===== config.mk =====
export PLATFORM = sky130hd
export DESIGN_NAME = datapath_p
export DESIGN_NICKNAME = d
export VERILOG_FILES = /design/src/rtl/datapath_pkg.sv /design/src/rtl/seq_mul.sv /design/src/rtl/datapath_p.sv
export SDC_FILE = /design/constraint.sdc
export NUM_CORES = 1
export LEC_CHECK = 0
export ABC_AREA = 1
export BUFFER_PORTS_ARGS = -buffer_cell sky130_fd_sc_hd__buf_2
export CORE_MARGIN = 8
export CORE_UTILIZATION = 66
export CTS_BUF_LIST = sky130_fd_sc_hd__clkbuf_4 sky130_fd_sc_hd__clkbuf_8 sky130_fd_sc_hd__clkbuf_16
export DETAILED_ROUTE_END_ITERATION = 10
export MAX_ROUTING_LAYER = met4
export PLACE_DENSITY = 0.86
export SLEW_MARGIN = 10
export SYNTH_ARGS = -nofsm -noshare
export SYNTH_HDL_FRONTEND = slang
export SYNTH_SLANG_ARGS = --single-unit

===== constraint.sdc =====
create_clock -name Clk -period 7 [get_ports Clk]
set_input_delay 1.4 -clock Clk [delete_from_list [all_inputs] [get_ports Clk]]
set_output_delay 1.4 -clock Clk [all_outputs]
set_load 0.02 [all_outputs]

===== src/rtl/datapath_pkg.sv =====
// rtl/datapath_pkg.sv - shared encodings for the datapath and its multiplier
package datapath_pkg;

   typedef enum logic [1:0] {
      ALU_ADD  = 2'b00,
      ALU_AND  = 2'b01,
      ALU_NOT  = 2'b10,
      ALU_PASS = 2'b11
   } alu_op_e;

   typedef enum logic [1:0] {
      PCM_BUS   = 2'b00,
      PCM_ADDER = 2'b01,
      PCM_INC   = 2'b10,
      PCM_HOLD  = 2'b11
   } pcmux_e;

   typedef enum logic [1:0] {
      A2_OFF11 = 2'b00,
      A2_OFF9  = 2'b01,
      A2_OFF6  = 2'b10,
      A2_ZERO  = 2'b11
   } addr2mux_e;

   typedef enum logic [1:0] {
      MS_IDLE = 2'b00,
      MS_RUN  = 2'b01,
      MS_DONE = 2'b10
   } mul_state_e;

endpackage


===== src/rtl/seq_mul.sv =====
// rtl/seq_mul.sv - unsigned shift-add multiplier, one partial product per cycle
module seq_mul
   import datapath_pkg::*;
#(
   parameter int WIDTH = 16
) (
   input  logic             clk_i,
   input  logic             resetn_i,
   input  logic             start_i,
   input  logic [WIDTH-1:0] a_i,
   input  logic [WIDTH-1:0] b_i,
   output logic             busy_o,
   output logic             done_o,
   output logic [WIDTH-1:0] result_o
);

   localparam int CNT_W = $clog2(WIDTH);

   mul_state_e       state_q, state_d;
   logic [WIDTH-1:0] mcand_q, mcand_d;
   logic [WIDTH-1:0] mplier_q, mplier_d;
   logic [WIDTH-1:0] acc_q, acc_d;
   logic [WIDTH-1:0] result_q, result_d;
   logic [CNT_W-1:0] cnt_q, cnt_d;
   logic [WIDTH-1:0] acc_sum;

   // Only the low WIDTH bits of the product are kept, so bits shifted out of the multiplicand are dropped.
   assign acc_sum = acc_q + (mplier_q[0] ? mcand_q : '0);

   // Next-state logic: operands are captured on start so later register changes cannot disturb the product.
   always_comb begin
      state_d  = state_q;
      mcand_d  = mcand_q;
      mplier_d = mplier_q;
      acc_d    = acc_q;
      result_d = result_q;
      cnt_d    = cnt_q;
      case (state_q)
         MS_IDLE: begin
            if (start_i) begin
               mcand_d  = a_i;
               mplier_d = b_i;
               acc_d    = '0;
               cnt_d    = '0;
               state_d  = MS_RUN;
            end
         end
         MS_RUN: begin
            acc_d    = acc_sum;
            mcand_d  = mcand_q << 1;
            mplier_d = mplier_q >> 1;
            cnt_d    = cnt_q + CNT_W'(1);
            if (cnt_q == CNT_W'(WIDTH - 1)) begin
               result_d = acc_sum;
               state_d  = MS_DONE;
            end
         end
         MS_DONE: state_d = MS_IDLE;
         default: state_d = MS_IDLE;
      endcase
   end

   // State register; reset aborts any multiply in flight and clears the held result.
   always_ff @(posedge clk_i) begin
      if (!resetn_i) begin
         state_q  <= MS_IDLE;
         mcand_q  <= '0;
         mplier_q <= '0;
         acc_q    <= '0;
         result_q <= '0;
         cnt_q    <= '0;
      end else begin
         state_q  <= state_d;
         mcand_q  <= mcand_d;
         mplier_q <= mplier_d;
         acc_q    <= acc_d;
         result_q <= result_d;
         cnt_q    <= cnt_d;
      end
   end

   assign busy_o   = (state_q == MS_RUN);
   assign done_o   = (state_q == MS_DONE);
   assign result_o = result_q;

endmodule


===== src/rtl/datapath_p.sv =====
// rtl/datapath_p.sv - single-bus processor datapath with register file, ALU and multiplier
module datapath_p
   import datapath_pkg::*;
#(
   parameter int WIDTH = 16,
   parameter int LED_W = 12
) (
   input  logic             Clk,
   input  logic             Reset_n,
   input  logic             LD_MAR,
   input  logic             LD_MDR,
   input  logic             LD_IR,
   input  logic             LD_BEN,
   input  logic             LD_CC,
   input  logic             LD_REG,
   input  logic             LD_PC,
   input  logic             LD_LED,
   input  logic             GatePC,
   input  logic             GateMDR,
   input  logic             GateALU,
   input  logic             GateMARMUX,
   input  logic             GateMUL,
   input  logic             ADDR1MUX,
   input  logic             DRMUX,
   input  logic             SR1MUX,
   input  logic             SR2MUX,
   input  logic             MIO_EN,
   input  logic [1:0]       PCMUX,
   input  logic [1:0]       ADDR2MUX,
   input  logic [1:0]       ALUK,
   input  logic [WIDTH-1:0] MDR_In,
   input  logic             MUL_START,
   output logic [WIDTH-1:0] MAR_OUT,
   output logic [WIDTH-1:0] MDR_OUT,
   output logic [WIDTH-1:0] IR_OUT,
   output logic [WIDTH-1:0] PC_OUT,
   output logic             BEN_OUT,
   output logic [LED_W-1:0] LED,
   output logic             MUL_BUSY,
   output logic             MUL_DONE,
   output logic             BUS_ERR
);

   logic [WIDTH-1:0] pc_q, pc_d, mar_q, mdr_q, ir_q;
   logic [WIDTH-1:0] regs_q [8];
   logic [LED_W-1:0] led_q;
   logic [2:0]       nzp_q, nzp_d;
   logic             ben_q, bus_err_q;

   logic [2:0]       dr_sel, sr1_sel, sr2_sel;
   logic [WIDTH-1:0] imm5, off6, off9, off11;
   logic [WIDTH-1:0] sr1_val, sr2_val, alu_b, alu_res;
   logic [WIDTH-1:0] addr1, addr2, adder, mul_res, bus;
   logic [4:0]       gates;
   logic             multi_gate;

   // Instruction fields always come from the low 16 bits of IR, whatever WIDTH is.
   assign dr_sel  = DRMUX  ? ir_q[11:9] : 3'd7;
   assign sr1_sel = SR1MUX ? ir_q[8:6]  : ir_q[11:9];
   assign sr2_sel = ir_q[2:0];
   assign imm5    = {{(WIDTH-5){ir_q[4]}},   ir_q[4:0]};
   assign off6    = {{(WIDTH-6){ir_q[5]}},   ir_q[5:0]};
   assign off9    = {{(WIDTH-9){ir_q[8]}},   ir_q[8:0]};
   assign off11   = {{(WIDTH-11){ir_q[10]}}, ir_q[10:0]};

   assign sr1_val = regs_q[sr1_sel];
   assign sr2_val = regs_q[sr2_sel];
   assign alu_b   = SR2MUX ? imm5 : sr2_val;
   assign addr1   = ADDR1MUX ? pc_q : sr1_val;
   assign adder   = addr1 + addr2;

   // A non-zero value with more than one bit set means two or more drivers asked for the bus.
   assign gates      = {GateMUL, GateMARMUX, GateALU, GateMDR, GatePC};
   assign multi_gate = (gates != 5'b0) && ((gates & (gates - 5'd1)) != 5'b0);

   // ALU operation select.
   always_comb begin
      alu_res = '0;
      case (alu_op_e'(ALUK))
         ALU_ADD:  alu_res = sr1_val + alu_b;
         ALU_AND:  alu_res = sr1_val & alu_b;
         ALU_NOT:  alu_res = ~sr1_val;
         ALU_PASS: alu_res = sr1_val;
         default:  alu_res = '0;
      endcase
   end

   // Second address-adder operand.
   always_comb begin
      addr2 = '0;
      case (addr2mux_e'(ADDR2MUX))
         A2_OFF11: addr2 = off11;
         A2_OFF9:  addr2 = off9;
         A2_OFF6:  addr2 = off6;
         A2_ZERO:  addr2 = '0;
         default:  addr2 = '0;
      endcase
   end

   // Bus driver: a single gate selects its source; none or a conflict leaves the bus at zero.
   always_comb begin
      bus = '0;
      case (gates)
         5'b00001: bus = pc_q;
         5'b00010: bus = mdr_q;
         5'b00100: bus = alu_res;
         5'b01000: bus = adder;
         5'b10000: bus = mul_res;
         default:  bus = '0;
      endcase
   end

   // Next PC source.
   always_comb begin
      pc_d = pc_q;
      case (pcmux_e'(PCMUX))
         PCM_BUS:   pc_d = bus;
         PCM_ADDER: pc_d = adder;
         PCM_INC:   pc_d = pc_q + WIDTH'(1);
         PCM_HOLD:  pc_d = pc_q;
         default:   pc_d = pc_q;
      endcase
   end

   // Condition codes from the current bus value.
   always_comb begin
      nzp_d = 3'b001;
      if (bus[WIDTH-1])      nzp_d = 3'b100;
      else if (bus == '0)    nzp_d = 3'b010;
   end

   // Architectural registers; BEN samples nzp_q so a same-edge CC load is not yet visible.
   always_ff @(posedge Clk) begin
      if (!Reset_n) begin
         pc_q      <= '0;
         mar_q     <= '0;
         mdr_q     <= '0;
         ir_q      <= '0;
         led_q     <= '0;
         nzp_q     <= 3'b000;
         ben_q     <= 1'b0;
         bus_err_q <= 1'b0;
         for (int i = 0; i < 8; i++) regs_q[i] <= '0;
      end else begin
         if (LD_PC)  pc_q  <= pc_d;
         if (LD_MAR) mar_q <= bus;
         if (LD_MDR) mdr_q <= MIO_EN ? MDR_In : bus;
         if (LD_IR)  ir_q  <= bus;
         if (LD_LED) led_q <= ir_q[LED_W-1:0];
         if (LD_CC)  nzp_q <= nzp_d;
         if (LD_BEN) ben_q <= |(ir_q[11:9] & nzp_q);
         if (LD_REG) regs_q[dr_sel] <= bus;
         bus_err_q <= bus_err_q | multi_gate;
      end
   end

   seq_mul #(
      .WIDTH(WIDTH)
   ) u_mul (
      .clk_i    (Clk),
      .resetn_i (Reset_n),
      .start_i  (MUL_START),
      .a_i      (sr1_val),
      .b_i      (alu_b),
      .busy_o   (MUL_BUSY),
      .done_o   (MUL_DONE),
      .result_o (mul_res)
   );

   assign MAR_OUT = mar_q;
   assign MDR_OUT = mdr_q;
   assign IR_OUT  = ir_q;
   assign PC_OUT  = pc_q;
   assign BEN_OUT = ben_q;
   assign LED     = led_q;
   assign BUS_ERR = bus_err_q;

endmodule


## Word-level counts from Yosys, hierarchy flattened

Memories as Yosys holds them, arrays and structs flattened. A register that Yosys moved wholly into a read port is not among the register bits.
Cells that the tools add are included.

| storage, ports and cells | value |
|---|---|
| memories | 1 |
| memory bits (writable) | 128 |
| register bits after elaboration | 151 |
| input bits | 43 |
| logic and storage cells | 93 |

| operators by class | value |
|---|---|
| multiplexer cells | 32 |
| equality and inequality tests | 19 |
| $add $sub $neg | 6 |
| bitwise gates (word level) | 6 |
| reduce and logical (&&, ||, !) cells | 15 |

Memory list:

| name | depth | width | read ports | clocked after memory_dff | write ports | line | RTL |
|---|---|---|---|---|---|---|---|
| regs_q | 8 | 16 | 2 | 1 | 8 | datapath_p.sv:45 | `logic [WIDTH-1:0] regs_q [8];` |

Operators by type and width:

| cell | count |
|---|---|
| $mux 16 | 8 |
| $pmux 16 s4 | 2 |
| $pmux 16 s2 | 3 |
| $pmux 16 s5 | 1 |
| $add 16x16->16 | 3 |
| $pmux 16 s3 | 1 |
| $mux 3 | 6 |
| $add 16x1->16 const B | 1 |
| $and 16x16->16 | 1 |
| $logic_not 16->1 | 1 |
| $not 16->16 | 1 |
| $reduce_or 16->1 | 1 |
| $eq 2x2->1 const B | 7 |
| $reduce_bool 5->1 | 2 |
| $eq 2x1->1 const B | 4 |
| $logic_not 2->1 | 4 |
| $pmux 4 s2 | 1 |
| $reduce_and 2->1 | 4 |
| $mux 2 | 3 |
| $and 5x5->5 | 1 |
| $eq 5x1->1 const B | 1 |
| $eq 5x2->1 const B | 1 |
| $eq 5x3->1 const B | 1 |
| $eq 5x4->1 const B | 1 |
| 15 further kinds | 19 |

## Depth between registers and ports, before layout

An unclocked memory read counts as a cell.

| logic depth | value |
|---|---|
| depth in word-level cells | 8 |
| mapped depth | 34 |
| gate-level depth less buffers | 31 |

## Modules after synthesis

A second synthesis with hierarchy kept.

| unflattened totals | value |
|---|---|
| cell total of the unflattened synthesis | 2652 |
| area, all modules | 17917.2 um^2 |

By module, submodules not included:

| module | cells an instance | times used | area each (um^2) |
|---|---|---|---|
| datapath_p | 2062 | 1 | 14117.3 |
| seq_mul | 590 | 1 | 3799.9 |

## Worst setup path after synthesis

OpenSTA, ideal clock, no wires.

| timing path | value |
|---|---|
| path kind | input-to-reg |
| from | input port SR1MUX |
| to | register nzp_q[0] |
| arrival time | 4507 ps |
| setup slack | 2360 ps |
| cell stages on the path | 24 |
| setup time | 132 ps |
| path buffers | 2 |
| cells stage by stage | buf_6 > nand2_1 > o21ai_1 > inv_2 > buf_1 > nand3_1 > nand2_1 > o21ai_0 > ha_1 > fa_1 > nand3_1 > nand3_1 > or2_2 > nand2_1 > nor2_1 > a211oi_1 > a21boi_1 > nand2_1 > nor2_1 > nand2_1 > nor2_1 > nand3_1 > o21bai_1 > a21oi_1 |

| between the ends | value |
|---|---|
| longest elaborated chain between the ends | 8 |
| elaborated cells on any way between the ends | 12 |

Ends and longest elaborated chain:

| element | line | RTL |
|---|---|---|
| start: declaration | datapath_p.sv:25 | `input logic SR1MUX,` |
| $mux 3 * | datapath_p.sv:59 | `assign sr1_sel = SR1MUX ? ir_q[8:6] : ir_q[11:9];` |
| $mem_v2 8x16 * | n/a |  |
| $add 16x16->16, or another cell as far along | datapath_p.sv:80 | `ALU_ADD: alu_res = sr1_val + alu_b;` |
| $pmux 16 s4 / $add 16x16->16 (equally long branches) | datapath_p.sv:79, datapath_p.sv:70 |  |
| $pmux 16 s5 * | datapath_p.sv:103 | `case (gates)` |
| $logic_not 16->1 | datapath_p.sv:129 | `else if (bus == '0) nzp_d = 3'b010;` |
| $mux 2 | datapath_p.sv:129 |  |
| $mux 3 * | datapath_p.sv:128 | `if (bus[WIDTH-1]) nzp_d = 3'b100;` |
| end signal: assignment | datapath_p.sv:150 | `if (LD_CC) nzp_q <= nzp_d;` |
| end: declaration | datapath_p.sv:47 | `logic [2:0] nzp_q, nzp_d;` |

Mark *: on every way between the ends. The rest lies on a longest branch, timed or not.
A chain may end at the register's enable or synchronous reset.

## Final worst setup path

Ends and elaborated chain as after synthesis.

==> results_dict.tcl <==
set metrics [dict create \
    outcome "finished, final reports clean" \
    crit_required_ns 7.42 \
    p_leak_uw 0.008547 \
    ys.flop_type "dfxtp_1" \
    synthesis.nets 2501 \
    maxCapViolCount 0 \
    ys_types 56 \
    first_global_vias 16770 \
    routed_wl_um 61860 \
    cp.arrival_ns 6.04 \
    clkLatencyLatePin_ns 0.59 \
    die_area_um2 31610 \
    period_minus_slack_ns 5.624 \
    drt-pass1-iter-count 6 \
    ys_warn_count 0 \
    placed_area_um2 17870 \
    syn_area_um2 17280 \
    grt_max_degree 105 \
    htreeDepth 1 \
    syn_area_per_cell_um2 7.178 \
    clkTransAtPathRegs_ns 0.07 \
    synth_top_area_frac 0.2225 \
    die_width_um 177.8 \
    reg2reg_slack_ns 1.89 \
    peakVddDrop_mv 0.2738 \
    areaGrowthSynthToFinish_pct 9.299 \
    powerDensity_nw_per_um2 233.0 \
    max_slew_margin 0.2055 \
    setup_tns_ns 0 \
    finalHoldViolCount 0 \
    end_kind "flop" \
    seqCellArea_um2 6928 \
    antenna_left 0 \
    clock_skew_ns 0.01191 \
    io_pins 123 \
    setup_viol 0 \
    antenna_found_initial 1 \
    grt.total_usage 0.3911 \
    crit_top_cell "nand2_1" \
    design_power_total_uw 4400 \
    final_area_um2 18880 \
    drc_errors 0 \
    drive_gt1_frac 0.1035 \
    via_per_inst 6.514 \
    synth_top_cell_by_area "edfxtp_1" \
    worst_slew_pin_slew_ns 1.192 \
    hold_ws_ns 0.4644 \
    fmax_mhz 177.8 \
    gr-total-overflow 0 \
    vias 18300 \
    cts_resized 0 \
    cts_sinks 282 \
    dp_hpwl_um 42550 \
    clk_path_buf_depth 3 \
    ys_seq_area_frac 0.4009 \
    grt_pass1_wl_um 93540 \
    synth_cells 2407 \
    slew_violations 0 \
    cp_slowest_cell "nand2_4" \
    synth_edf_count 128 \
    rsz0062_at_grt "no" \
    die_y_um 177.8 \
    crit_type "input pin to flop" \
    root_buffer "clkbuf_16" \
    portBuffers 122 \
    hold_class "flop to flop" \
    cts_tree "built" \
    fin_crit_sh 0.8034 \
    wl_per_cell_um 22.02 \
    hold_depth 2 \
    synthTopCellsByArea "edfxtp_1 (22%), dfxtp_1 (18%), nand2_1 (12%)" \
    max_stage_delay_ns 0.53 \
    drt_iter0_drc 2921 \
    gp_congestion 1.104 \
    start_util 0.6668 \
    ys_seq_elements 282 \
    synthArstFlopShare 0 \
    numCtsBuffers 30 \
    cts_hold_buf 0 \
    r2r_cells 23 \
    fin_nets 2547 \
    cp_max_fo 61 \
    rows 59 \
    fillers 2062 \
    cts_setup_buffers 0 \
    core_um2 25910 \
    startpoint_type "input pin" \
    multi_input_area_um2 8568 \
]
-- Yosys cell counts, types with 21 or more instances --
cell type	n
o21ai_0	195
buf_2	21
clkbuf_1	84
a22oi_1	24
a21oi_1	195
o211ai_1	71
nand3_1	195
inv_1	283
xor2_1	22
dfxtp_1	154
nand2_1	541
edfxtp_1	128
ha_1	48
nor2_1	239
-- critical path, delay by kind of cell --
| kind | cells | cell delay [ns] |
|---|---|---|
| buffers and inverters | 4 | 0.91 |
| AND/OR/NAND/NOR | 11 | 1.81 |
| adder cells (fa/ha/maj) | 1 | 0.41 |
| AO/OA/AOI/OAI | 9 | 1.44 |
-- stage by stage --
step,instances,setup WS [ns],util
5_1_grt,2809,1.111,0.7288
4_1_cts,2808,1.594,0.7287
3_5_place_dp,2756,1.017,0.6898
2_1_floorplan,2407,2.360,-
3_3_place_gp,2756,1.209,0.6898
6_report,2809,1.376,0.7288
-- power breakdown --
| group | switching [µW] | leakage [µW] | total (µW) | internal, µW |
|---|---|---|---|---|
| logic | 653 | 0.00547 | 905 | 252 |
| clock network | 691 | 0.000489 | 1640 | 947 |
| registers | 58.6 | 0.00258 | 1860 | 1800 |
| total | 1400 | 0.00855 | 4400 | 3000 |
-- metal layers --
metal  part of all wire  routed length (µm)  global-route usage
met1               0.37               23010              0.5106
met4              0.050                3106              0.1705
met2               0.44               27160              0.5857
met3               0.14                8579             0.07553
met5                  0                   0                   -
-- layout by cell type (no fill, tap or decap), types with 6 or more instances in the layout --
| cell | count |
|---|---|
| buf_4 | 27 |
| clkinv_1 | 12 |
| edfxtp_1 | 128 |
| a22oi_1 | 24 |
| nand3_1 | 195 |
| ha_1 | 48 |
| o211ai_1 | 71 |
| xor2_1 | 22 |
| o21ai_0 | 195 |
| nor2_1 | 238 |
| nand4_1 | 17 |
| nand3_2 | 7 |
| o21ai_1 | 7 |
| o22ai_1 | 13 |
| nor3_1 | 6 |
| a221oi_1 | 9 |
| buf_2 | 122 |
| o21bai_1 | 6 |
| clkbuf_16 | 30 |
| a31oi_1 | 19 |
| nand2_1 | 541 |
| a21oi_1 | 195 |
| inv_2 | 10 |
| inv_1 | 283 |
| nand2_2 | 16 |
| dfxtp_1 | 153 |
-- logic make-up (layout without fill, tap and decap cells) --
logic type	Yosys count	in the layout	share of synthesized area
buf+inv	439	505	0.1036
other cells	0	1	0
fa+ha+maj	51	51	0.03824
flops	282	282	0.4009
simple gates	1035	1035	0.2503
xor+xnor	27	27	0.01369
compound gates	573	573	0.1933
-- registers in the layout (all words and copies together), names as in the netlist, named ones only --
name            cells
regs_q            128
IR_OUT             16
MAR_OUT            16
MDR_OUT            16
PC_OUT             16
u_mul.acc_q        16
u_mul.mcand_q      16
u_mul.mplier_q     16
u_mul.result_o     16
LED                12
u_mul.cnt_q         4
nzp_q               3
u_mul.state_q       2
BEN_OUT             1
BUS_ERR             1
-- cell type report --
class	instances	share of cell area
clock inverter	14	0.009409
timing repair buffer	149	0.04307
antenna	1	0.0001325
inverter	304	0.06063
multi-input combinational	1686	0.4538
tap	335	0.02220
clock buffer	38	0.04393
sequential	282	0.3669
-- final timing paths --
check | to | startpoint
max reg2reg | nzp_q[0]$_SDFFE_PN0P_ | IR_OUT[9]$_SDFFE_PN0P_
max | nzp_q[0]$_SDFFE_PN0P_ | SR1MUX
min reg2reg | u_mul.mplier_q[12]$_SDFFE_PN0P_ | u_mul.mplier_q[12]$_SDFFE_PN0P_
min | u_mul.mplier_q[12]$_SDFFE_PN0P_ | u_mul.mplier_q[12]$_SDFFE_PN0P_
(Power assumes the default switching activity.)
